File: src/rtl/synth_voice_mixer.sv
// Polyphonic voice bank: applies note-bus events to voice slots, runs each voice's
// phase accumulator once per sample tick, and mixes all voices into one signed sample.
//
// state | meaning
// IDLE  | wait for a pending event (served first) or a pending sample tick
// APPLY | note event has been applied to the voice slots
// SCAN  | voice r_idx is accumulated into the mix and its phase advanced
// OUT   | mixed sample presented with oSampleValid
module synth_voice_mixer #(
    parameter int NUM_VOICES = 8,
    parameter int PHASE_W    = 24,
    parameter int FS_HZ      = 48000
) (
    input  logic                  CLK,
    input  logic                  Reset_n,
    input  logic                  iSampleTick,
    input  logic [7:0]            iSynth,
    input  logic [6:0]            iSynthVolume,
    input  logic [3:0]            iSynthInst,
    input  logic                  iPause,
    output logic [15:0]           oSample,
    output logic                  oSampleValid,
    output logic [NUM_VOICES-1:0] oActiveVoices,
    output logic                  oOverrun,
    output logic                  oEventDrop
);
    localparam int IW = (NUM_VOICES > 1) ? $clog2(NUM_VOICES) : 1;

    // Increment for a pitch-class in octave 0, rounded; f_uhz is the note frequency in micro-Hz.
    function automatic logic [PHASE_W-1:0] calc_inc(input longint f_uhz);
        longint num;
        num = (f_uhz <<< PHASE_W) + longint'(FS_HZ) * 64'sd500000;
        calc_inc = PHASE_W'(num / (longint'(FS_HZ) * 64'sd1000000));
    endfunction

    localparam logic [PHASE_W-1:0] INC_TAB [16] = '{
        calc_inc(64'sd8175799),  calc_inc(64'sd8661957),  calc_inc(64'sd9177024),
        calc_inc(64'sd9722718),  calc_inc(64'sd10300861), calc_inc(64'sd10913382),
        calc_inc(64'sd11562326), calc_inc(64'sd12249857), calc_inc(64'sd12978272),
        calc_inc(64'sd13750000), calc_inc(64'sd14567618), calc_inc(64'sd15433853),
        '0, '0, '0, '0
    };

    function automatic logic signed [7:0] wave_fn(input logic [1:0] sel, input logic [7:0] p);
        logic [8:0] tri2;
        tri2 = {1'b0, p[6:0], 1'b0};
        case (sel)
            2'd0:    wave_fn = p[7] ? -8'sd127 : 8'sd127;
            2'd1:    wave_fn = $signed(p ^ 8'h80);
            2'd2:    wave_fn = p[7] ? $signed(8'(9'd127 - tri2)) : $signed(8'(tri2 - 9'd128));
            default: wave_fn = (p[7:6] == 2'b00) ? 8'sd127 : -8'sd127;
        endcase
    endfunction

    typedef enum logic [1:0] {S_IDLE, S_APPLY, S_SCAN, S_OUT} state_t;

    state_t                  r_state;
    logic [18:0]             r_prev;
    logic                    r_ev_pend;
    logic                    r_tick_pend;
    logic [IW-1:0]           r_idx;
    logic [IW-1:0]           r_steal;
    logic signed [17:0]      r_acc;
    logic [NUM_VOICES-1:0]   r_active;
    logic [6:0]              r_pitch [NUM_VOICES];
    logic [6:0]              r_vol   [NUM_VOICES];
    logic [1:0]              r_wave  [NUM_VOICES];
    logic [PHASE_W-1:0]      r_inc   [NUM_VOICES];
    logic [PHASE_W-1:0]      r_phase [NUM_VOICES];
    logic [15:0]             r_sample;
    logic                    r_valid;
    logic                    r_overrun;
    logic                    r_drop;

    logic [18:0]             w_bus;
    logic [6:0]              w_pitch;
    logic                    w_on;
    logic [3:0]              w_semi;
    logic [3:0]              w_oct;
    logic [PHASE_W-1:0]      w_inc;
    logic [NUM_VOICES-1:0]   w_match;
    logic                    w_any_free;
    logic [IW-1:0]           w_free_idx;
    logic [IW-1:0]           w_slot;
    logic                    w_ev_take;
    logic                    w_tick_take;
    logic                    w_run;
    logic signed [7:0]       w_wave;
    logic signed [15:0]      w_prod;
    logic signed [17:0]      w_acc_next;
    logic signed [17:0]      w_acc_shr;

    assign w_bus       = {iSynthInst, iSynthVolume, iSynth};
    assign w_pitch     = r_prev[7:1];
    assign w_on        = r_prev[0];
    assign w_semi      = 4'(w_pitch % 7'd12);
    assign w_oct       = 4'(w_pitch / 7'd12);
    assign w_inc       = INC_TAB[w_semi] << w_oct;
    assign w_slot      = w_any_free ? w_free_idx : r_steal;
    assign w_ev_take   = (r_state == S_IDLE) && r_ev_pend;
    assign w_tick_take = (r_state == S_IDLE) && !r_ev_pend && r_tick_pend;

    always_comb begin
        w_match    = '0;
        w_any_free = 1'b0;
        w_free_idx = '0;
        for (int i = NUM_VOICES - 1; i >= 0; i--) begin
            w_match[i] = r_active[i] && (r_pitch[i] == w_pitch);
            if (!r_active[i]) begin
                w_any_free = 1'b1;
                w_free_idx = IW'(i);
            end
        end
    end

    // Phase index is taken before the increment, so sample k uses phase (k-1)*inc.
    assign w_run      = r_active[r_idx] && !iPause;
    assign w_wave     = wave_fn(r_wave[r_idx], r_phase[r_idx][PHASE_W-1 -: 8]);
    assign w_prod     = w_wave * $signed({1'b0, r_vol[r_idx]});
    assign w_acc_next = r_acc + (w_run ? {{2{w_prod[15]}}, w_prod} : 18'sd0);
    assign w_acc_shr  = w_acc_next >>> 2;

    always_ff @(posedge CLK or negedge Reset_n) begin
        if (!Reset_n) begin
            r_state     <= S_IDLE;
            r_prev      <= '0;
            r_ev_pend   <= 1'b0;
            r_tick_pend <= 1'b0;
            r_idx       <= '0;
            r_steal     <= '0;
            r_acc       <= '0;
            r_active    <= '0;
            r_sample    <= '0;
            r_valid     <= 1'b0;
            r_overrun   <= 1'b0;
            r_drop      <= 1'b0;
            for (int i = 0; i < NUM_VOICES; i++) begin
                r_pitch[i] <= '0;
                r_vol[i]   <= '0;
                r_wave[i]  <= '0;
                r_inc[i]   <= '0;
                r_phase[i] <= '0;
            end
        end else begin
            r_valid   <= 1'b0;
            r_overrun <= 1'b0;
            r_drop    <= 1'b0;

            if (w_bus != r_prev) begin
                r_prev    <= w_bus;
                r_ev_pend <= 1'b1;
                if (r_ev_pend && !w_ev_take)
                    r_drop <= 1'b1;
            end else if (w_ev_take) begin
                r_ev_pend <= 1'b0;
            end

            if (iSampleTick && r_tick_pend)
                r_overrun <= 1'b1;
            if (w_tick_take)
                r_tick_pend <= 1'b0;
            else if (iSampleTick)
                r_tick_pend <= 1'b1;

            case (r_state)
                S_IDLE: begin
                    if (r_ev_pend) begin
                        r_state <= S_APPLY;
                        if (w_on) begin
                            if (|w_match) begin
                                for (int i = 0; i < NUM_VOICES; i++) begin
                                    if (w_match[i]) begin
                                        r_vol[i]   <= r_prev[14:8];
                                        r_wave[i]  <= r_prev[16:15];
                                        r_phase[i] <= '0;
                                    end
                                end
                            end else begin
                                r_active[w_slot] <= 1'b1;
                                r_pitch[w_slot]  <= w_pitch;
                                r_vol[w_slot]    <= r_prev[14:8];
                                r_wave[w_slot]   <= r_prev[16:15];
                                r_inc[w_slot]    <= w_inc;
                                r_phase[w_slot]  <= '0;
                                if (!w_any_free)
                                    r_steal <= (r_steal == IW'(NUM_VOICES - 1)) ? '0 : r_steal + 1'b1;
                            end
                        end else begin
                            r_active <= r_active & ~w_match;
                        end
                    end else if (r_tick_pend) begin
                        r_state <= S_SCAN;
                        r_idx   <= '0;
                        r_acc   <= '0;
                    end
                end
                S_APPLY: r_state <= S_IDLE;
                S_SCAN: begin
                    r_acc <= w_acc_next;
                    if (w_run)
                        r_phase[r_idx] <= r_phase[r_idx] + r_inc[r_idx];
                    if (r_idx == IW'(NUM_VOICES - 1)) begin
                        r_state  <= S_OUT;
                        r_sample <= w_acc_shr[15:0];
                        r_valid  <= 1'b1;
                    end else begin
                        r_idx <= r_idx + 1'b1;
                    end
                end
                default: r_state <= S_IDLE;
            endcase
        end
    end

    assign oSample       = r_sample;
    assign oSampleValid  = r_valid;
    assign oActiveVoices = r_active;
    assign oOverrun      = r_overrun;
    assign oEventDrop    = r_drop;

endmodule

File: config.mk
export PLATFORM = sky130hd
export DESIGN_NAME = synth_voice_mixer
export DESIGN_NICKNAME = d
export VERILOG_FILES = /design/src/rtl/synth_voice_mixer.sv
export SDC_FILE = /design/constraint.sdc
export NUM_CORES = 1
export LEC_CHECK = 0
export ABC_CLOCK_PERIOD_IN_PS = 23000
export BUFFER_PORTS_ARGS = -buffer_cell sky130_fd_sc_hd__buf_2
export CAP_MARGIN = 10
export CORE_ASPECT_RATIO = 0.5
export CORE_MARGIN = 2
export CORE_UTILIZATION = 55
export CTS_BUF_LIST = sky130_fd_sc_hd__clkbuf_2
export CTS_CLUSTER_SIZE = 24
export DETAILED_ROUTE_END_ITERATION = 10
export HOLD_SLACK_MARGIN = 0.08
export PLACE_DENSITY_LB_ADDON = 0.15
export SETUP_SLACK_MARGIN = 0.1
export SYNTH_ARGS = -nofsm -noshare
export SYNTH_HDL_FRONTEND = slang
export SYNTH_SLANG_ARGS = --single-unit
File: constraint.sdc
create_clock -name CLK -period 23 [get_ports CLK]
set_clock_uncertainty 0.15 [all_clocks]
set_input_delay 2.3 -clock CLK [delete_from_list [all_inputs] [get_ports CLK]]
set_output_delay 2.3 -clock CLK [all_outputs]
set_load 0.05 [all_outputs]
# Yosys cells after proc, flatten, opt, wreduce, memory -nomap -nowiden

Memories as Yosys holds them, arrays and structs flattened.
Cells that the tools add are included.

Shift-type cells: 1
Add/sub/neg operators: 6
Divide/modulo/power cells: 2
Multiply operators: 1
Equality and inequality tests: 39
Bitwise logic cells: 11
Magnitude comparators: 8
Muxes and demuxes: 107
Reduce and logical (&&, ||, !) cells: 50

Operators by type and width:

| cell                                          | count |
|---|---|
| 192-bit two-way mux                           | 4 |
| 192-bit bitwise mux                           | 2 |
| 24-bit two-way mux                            | 16 |
| 192-bit one-hot mux with 2 select lines       | 1 |
| 192-bit bitwise AND                           | 1 |
| 192-bit inverter                              | 1 |
| 24-bit binary-select mux with 3-bit select    | 2 |
| 24-bit demux with 3-bit select                | 2 |
| 56-bit bitwise mux                            | 2 |
| 7-bit two-way mux                             | 11 |
| 7-bit == test                                 | 8 |
| 56-bit two-way mux                            | 1 |
| 18-bit two-way mux                            | 3 |
| 5-bit AND reduction                           | 9 |
| 8-bit two-way mux                             | 5 |
| 4-bit AND reduction                           | 10 |
| 3-bit two-way mux                             | 13 |
| 18-bit one-hot mux with 2 select lines        | 1 |
| 2-bit != test (second input constant)         | 16 |
| 2-bit two-way mux                             | 14 |
| 3-bit != test (second input constant)         | 9 |
| 24-bit adder                                  | 1 |
| 8-bit one-hot mux with 3 select lines         | 1 |
| 24-bit by 4-bit left shift with 24-bit output | 1 |
| other kinds (40)                              | 91 |

Register bits: 586
Memory bits (read-only): 384
Memories kept: 1

Memory list:

| memory          | words | width | rd ports | clocked after Yosys merged registers in | write ports | RTL line | RTL |
|---|---|---|---|---|---|---|---|
| (no name shown) | 16    | 24    | 1        | 0                                       | 0           | 98       | `assign w_inc = INC_TAB[w_semi] << w_oct;` |

# Logic depth before layout (Yosys ltp)

Depth after elaboration: 20
Gate-level depth with buffers: 38

# Worst setup path before layout

No wires, ideal clock.

Path kind: reg2reg
Start: register r_idx[1]
End: register r_acc[17]
Cell stages (with the launch flop): 36
Setup time: 134 ps
Slack: 15157 ps
Required time: 22716 ps
Arrival time: 7560 ps
Path buffers: 2
Cell sequence: dfrtp_1 > clkbuf_1 > nor2_1 > and2_1 > a22oi_1 > nand3_1 > a221oi_1 > buf_2 > ha_1 > nor2b_1 > a21oi_1 > mux2_2 > or2_2 > fa_1 > fa_1 > fa_1 > fa_1 > inv_1 > ha_1 > a21o_1 > a21o_1 > a21oi_1 > inv_1 > a21oi_1 > xor2_1 > nor2_1 > ha_1 > and4_1 > a21oi_1 > o21ai_0 > a21oi_1 > o2111ai_1 > a21oi_1 > xnor2_1 > xnor2_1 > o21ai_0

Cells in the longest elaborated chain, start to end: 11
Elaborated cells on any way between the ends: 28

RTL lines:

| item                                                   | RTL line | RTL |
|---|---|---|
| start: declaration                                     | 61       | `logic [IW-1:0] r_idx;` |
| start signal: assignment                               | 207      | `r_idx <= r_idx + 1'b1;` |
| 3-bit inverter with 4-bit output (implied by the code) | 118, 119 |  |
| 24-bit binary-select mux with 3-bit select             | 118      | `assign w_wave = wave_fn(r_wave[r_idx], r_phase[r_idx][PHASE_W-1 -: 8]);` |
| 24-bit two-way mux (implied by the code) (2 in series) | 118      |  |
| 8-bit subtractor (tied with other cells)               | 50       | `2'd2: wave_fn = p[7] ? $signed(8'(9'd127 - tri2)) : $signed(8'(tri2 - 9'd128));` |
| 8-bit two-way mux (on tied branches)                   | 50, 51   |  |
| 8-bit one-hot mux with 3 select lines                  | 47       | `case (sel)` |
| 8-bit by 8-bit multiplier with 16-bit output           | 119      | `assign w_prod = w_wave * $signed({1'b0, r_vol[r_idx]});` |
| 18-bit two-way mux *                                   | 120      | `assign w_acc_next = r_acc + (w_run ? {{2{w_prod[15]}}, w_prod} : 18'sd0);` |
| 18-bit adder *                                         | 120      |  |
| 18-bit one-hot mux with 2 select lines *               | 165      | `case (r_state)` |
| end signal: assignment                                 | 199      | `r_acc <= w_acc_next;` |
| end: declaration                                       | 63       | `logic signed [17:0] r_acc;` |

Every way passes the cells marked *; elsewhere a longest branch is shown, timed or not. The select of a mux whose other input is x is not followed.
A chain may end at the register's enable or synchronous reset.

# Final worst setup path

Start: register r_idx[2]
End: register r_sample[15], in the netlist oSample[15]

Cells in the longest elaborated chain, start to end: 10
Elaborated cells on any way between the ends: 29

RTL lines:

| item                                                   | RTL line | RTL |
|---|---|---|
| 3-bit inverter with 4-bit output (implied by the code) | 118, 119 |  |
| 24-bit binary-select mux with 3-bit select             | 118      |  |
| 24-bit two-way mux (implied by the code) (2 in series) | 118      |  |
| 8-bit subtractor (tied with other cells)               | 50       |  |
| 8-bit two-way mux (on tied branches)                   | 50, 51   |  |
| 8-bit one-hot mux with 3 select lines                  | 47       |  |
| 8-bit by 8-bit multiplier with 16-bit output           | 119      |  |
| 18-bit two-way mux                                     | 120      |  |
| 18-bit adder                                           | 120      |  |
| end signal: assignment                                 | 204      | `r_sample <= w_acc_shr[15:0];` |
| end: declaration                                       | 70       | `logic [15:0] r_sample;` |

Several ways; a longest one is shown, not always the timed one. The select of a mux whose other input is x is not followed.

==> metrics <==
CP endpoint kind=flip-flop; syn_nets=3245; worst r2r path cells=32; die area=59790 um2; Core ar.=57250 um2; status=complete, no violations; clk slew on worst S/H paths=110 ps; CTS root buf=clkbuf_2; Yosys top cell area share=0.4618; Post-DRT Antenna Nets=0; Die Y=173.9 um; end of the critical path=oSample[15]$_DFFE_PN0P_; cells after synthesis=3092; reg-to-reg critical path startpoint=r_idx[2]$_DFFE_PN0P_; Num CTS Buffers=134; nets=3264; post-DP HPWL=56.65 mm; largest net degree at the start of global routing=126; area grow syn2layout=6.170%; Remaining Overflow, GRT=0; DR WL/cell=22.60 um; CP Max Fanout=32; Pre-antenna DRT Iters=5; endpoints failing hold=0; slowest CP cell=dfrtp_1; top_reg_cell synth=dfrtp_1; Avg Cell Area, Syn=10.27 um2; clk buf depth=3; setup TNS=0 ps; fill count=4975; 1st-iter DRT viols=2726; initial antenna violation count=2; max cap viols=0; CTS tree=done; Fmax=103.9 MHz; Total GRT Usage=0.3014; Yosys reg bits=586; post-synth top area cell=dfrtp_1; clock latency on the worst-skew pair=1170 ps; Synth cell types=91; r2r setup slk=13380 ps; Residual DRC=0; buffer count from post-CTS setup fixing=0; first-pass GRT wire length=141.2 mm; Slew @ Worst Pin=1158 ps; Final Max Slew Viols=0; reg-to-reg endpoint=oSample[15]$_DFFE_PN0P_; crit path DAT=10420 ps; Hold-fix buffers, CTS=0; ys async rst share=1.000; I/O Buffers=49; Cell Area, Synth=31760 um2; Crit path top cell by count=a21oi_1; final WL=89.78 mm; RSZ-0062 raised after global routing=no; worst min path class=flip-flop to flip-flop; Crit Path Category=flip-flop to flip-flop; minimum clock period=9622 ps; FP Rows=62; sequential fraction of the synthesis area=0.4618; Worst Path Required=23800 ps; via-per-instance ratio=6.307; post_cts resized=0; Post-synth EDFFs=0; Crit path largest cell delay=1020 ps; num ports=50; vias in the first global route=24518; Synth warnings=0; routed via count=25059; die width=343.8 um; period utilisation layout=0.4183; startpoint types=flip-flop; share of cells above drive strength 1=0.1833; gpl congestion=0.9005; final setup fails=0; Clock Sinks=586; Slew headroom=0.2279; Initial Utilization=0.5547; H-tree depth=4; Critical Path Start=r_idx[2]$_DFFE_PN0P_; Synth area leaders=dfrtp_1 46%, mux2_2 6.8%, a22o_1 4.4%
==> worst min path at each step <==
stage                              end  slack [ps]               startpoint  cells past startpoint
6_report         r_inc[64]$_DFFE_PN0P_         340    r_inc[64]$_DFFE_PN0P_                      2
5_1_grt          r_inc[98]$_DFFE_PN0P_         370    r_inc[98]$_DFFE_PN0P_                      2
4_1_cts        oSample[15]$_DFFE_PN0P_         340  oSample[15]$_DFFE_PN0P_                      2
3_5_place_dp   oSample[15]$_DFFE_PN0P_         320  oSample[15]$_DFFE_PN0P_                      2
3_3_place_gp    r_inc[184]$_DFFE_PN0P_         310   r_inc[184]$_DFFE_PN0P_                      2
2_1_floorplan   r_inc[148]$_DFFE_PN0P_         300   r_inc[148]$_DFFE_PN0P_                      2
==> kinds of logic (layout without fill, tap and decap cells) <==
family	Yosys count	after routing	share of synthesized area
other	0	3	0
AO/OA/AOI/OAI	903	903	0.2016
adder cells (fa/ha/maj)	130	130	0.06257
buffers and inverters	334	444	0.04275
multiplexers	212	212	0.07695
XOR/XNOR	135	135	0.03771
flip-flops	586	586	0.4618
AND/OR/NAND/NOR	792	792	0.1167
==> cells in the mapped netlist (35+ instances only) <==
cell and instances:
a21oi_1 92, xor2_1 89, nor2_1 157, a22o_1 161, xnor2_1 44, nand4_1 49, dfrtp_1 586, clkbuf_1 144
fa_1 48, ha_1 82, o22ai_1 37, a22oi_1 182, buf_2 35, inv_1 113, nand3_1 67, mux2_2 192
o21ai_0 213, nand2_1 323
==> registers in the layout (all words and copies together), names as in the netlist <==
register and flops:
r_prev 19, r_phase 192, r_ev_pend 1, r_pitch 56, oOverrun 1, oSampleValid 1, oActiveVoices 8, oSample 16
r_tick_pend 1, oEventDrop 1, r_inc 192, r_state 2, r_idx 3, r_steal 3, r_vol 56, r_wave 16
r_acc 18
==> cell type report <==
cell class	instances	area, um2	share of cell area
Antenna cell	3	7.507	0.0002227
Clock buffer	189	945.9	0.02806
Clock inverter	38	200.2	0.005938
Inverter	115	431.7	0.01280
Multi-Input combinational cell	2172	15850	0.4700
Sequential cell	586	14670	0.4351
Tap cell	768	960.9	0.02850
Timing Repair Buffer	102	653.1	0.01937
==> placed cells by master, fill, tap and decap left out, types with 16 or more instances in the layout <==
cell type / netlist / routed
nor2b_1: 23 / 22
ha_1: 82 / 82
nand4_1: 49 / 49
o21ai_0: 213 / 213
buf_4: 10 / 53
a31oi_1: 20 / 19
clkinv_1: 1 / 26
clkbuf_2: 0 / 189
mux2_2: 192 / 192
a221oi_1: 17 / 16
dfrtp_1: 586 / 582
or2_2: 16 / 16
and2_1: 20 / 17
o22ai_1: 37 / 34
fa_1: 48 / 48
nand2b_1: 29 / 29
xor2_1: 89 / 89
nand2_1: 323 / 322
nor2_1: 157 / 146
nor4_1: 21 / 20
a22o_1: 161 / 161
xnor2_1: 44 / 44
a21o_1: 27 / 27
a22oi_1: 182 / 182
o21ai_1: 16 / 16
a21oi_1: 92 / 92
buf_2: 35 / 48
inv_1: 113 / 113
nor3_1: 29 / 28
nand3_1: 67 / 67
==> worst max-delay path: cells and delay by family (launching register included) <==
kind	cells	cell delay [ps]
compound gates	13	1940
xor+xnor	3	460
fa+ha+maj	6	2690
buf+inv	2	600
flops	1	1020
mux	1	350
simple gates	7	2170
==> through the flow <==
stage / hold WS (ps) / util / area (um2) / instances / setup WS (ps)
after floorplan: 298.9 / - / 31760 / 3092 / 15160
after global placement: 311.2 / 0.5688 / 32560 / 3743 / 13610
after detailed placement: 319.0 / 0.5688 / 32560 / 3743 / 13490
after CTS: 343.3 / 0.5888 / 33710 / 3970 / 13460
after global routing: 365.8 / 0.5889 / 33720 / 3973 / 12860
final: 340.9 / 0.5889 / 33720 / 3973 / 13380
==> routing by layer <==
| layer | global-route usage | wire length (um) | up-vias |
|---|---|---|---|
| met1 | 0.4596 | 41650 | 12557 |
| met5 | 0 | 0 | - |
| met2 | 0.4465 | 39390 | 1066 |
| met4 | 0.07500 | 1601 | 0 |
| li1 | - | - | 11288 |
| met3 | 0.05271 | 7133 | 148 |
Power is not shown: default switching activity piles up to over one toggle a cycle in this logic, so the estimate is an artifact.
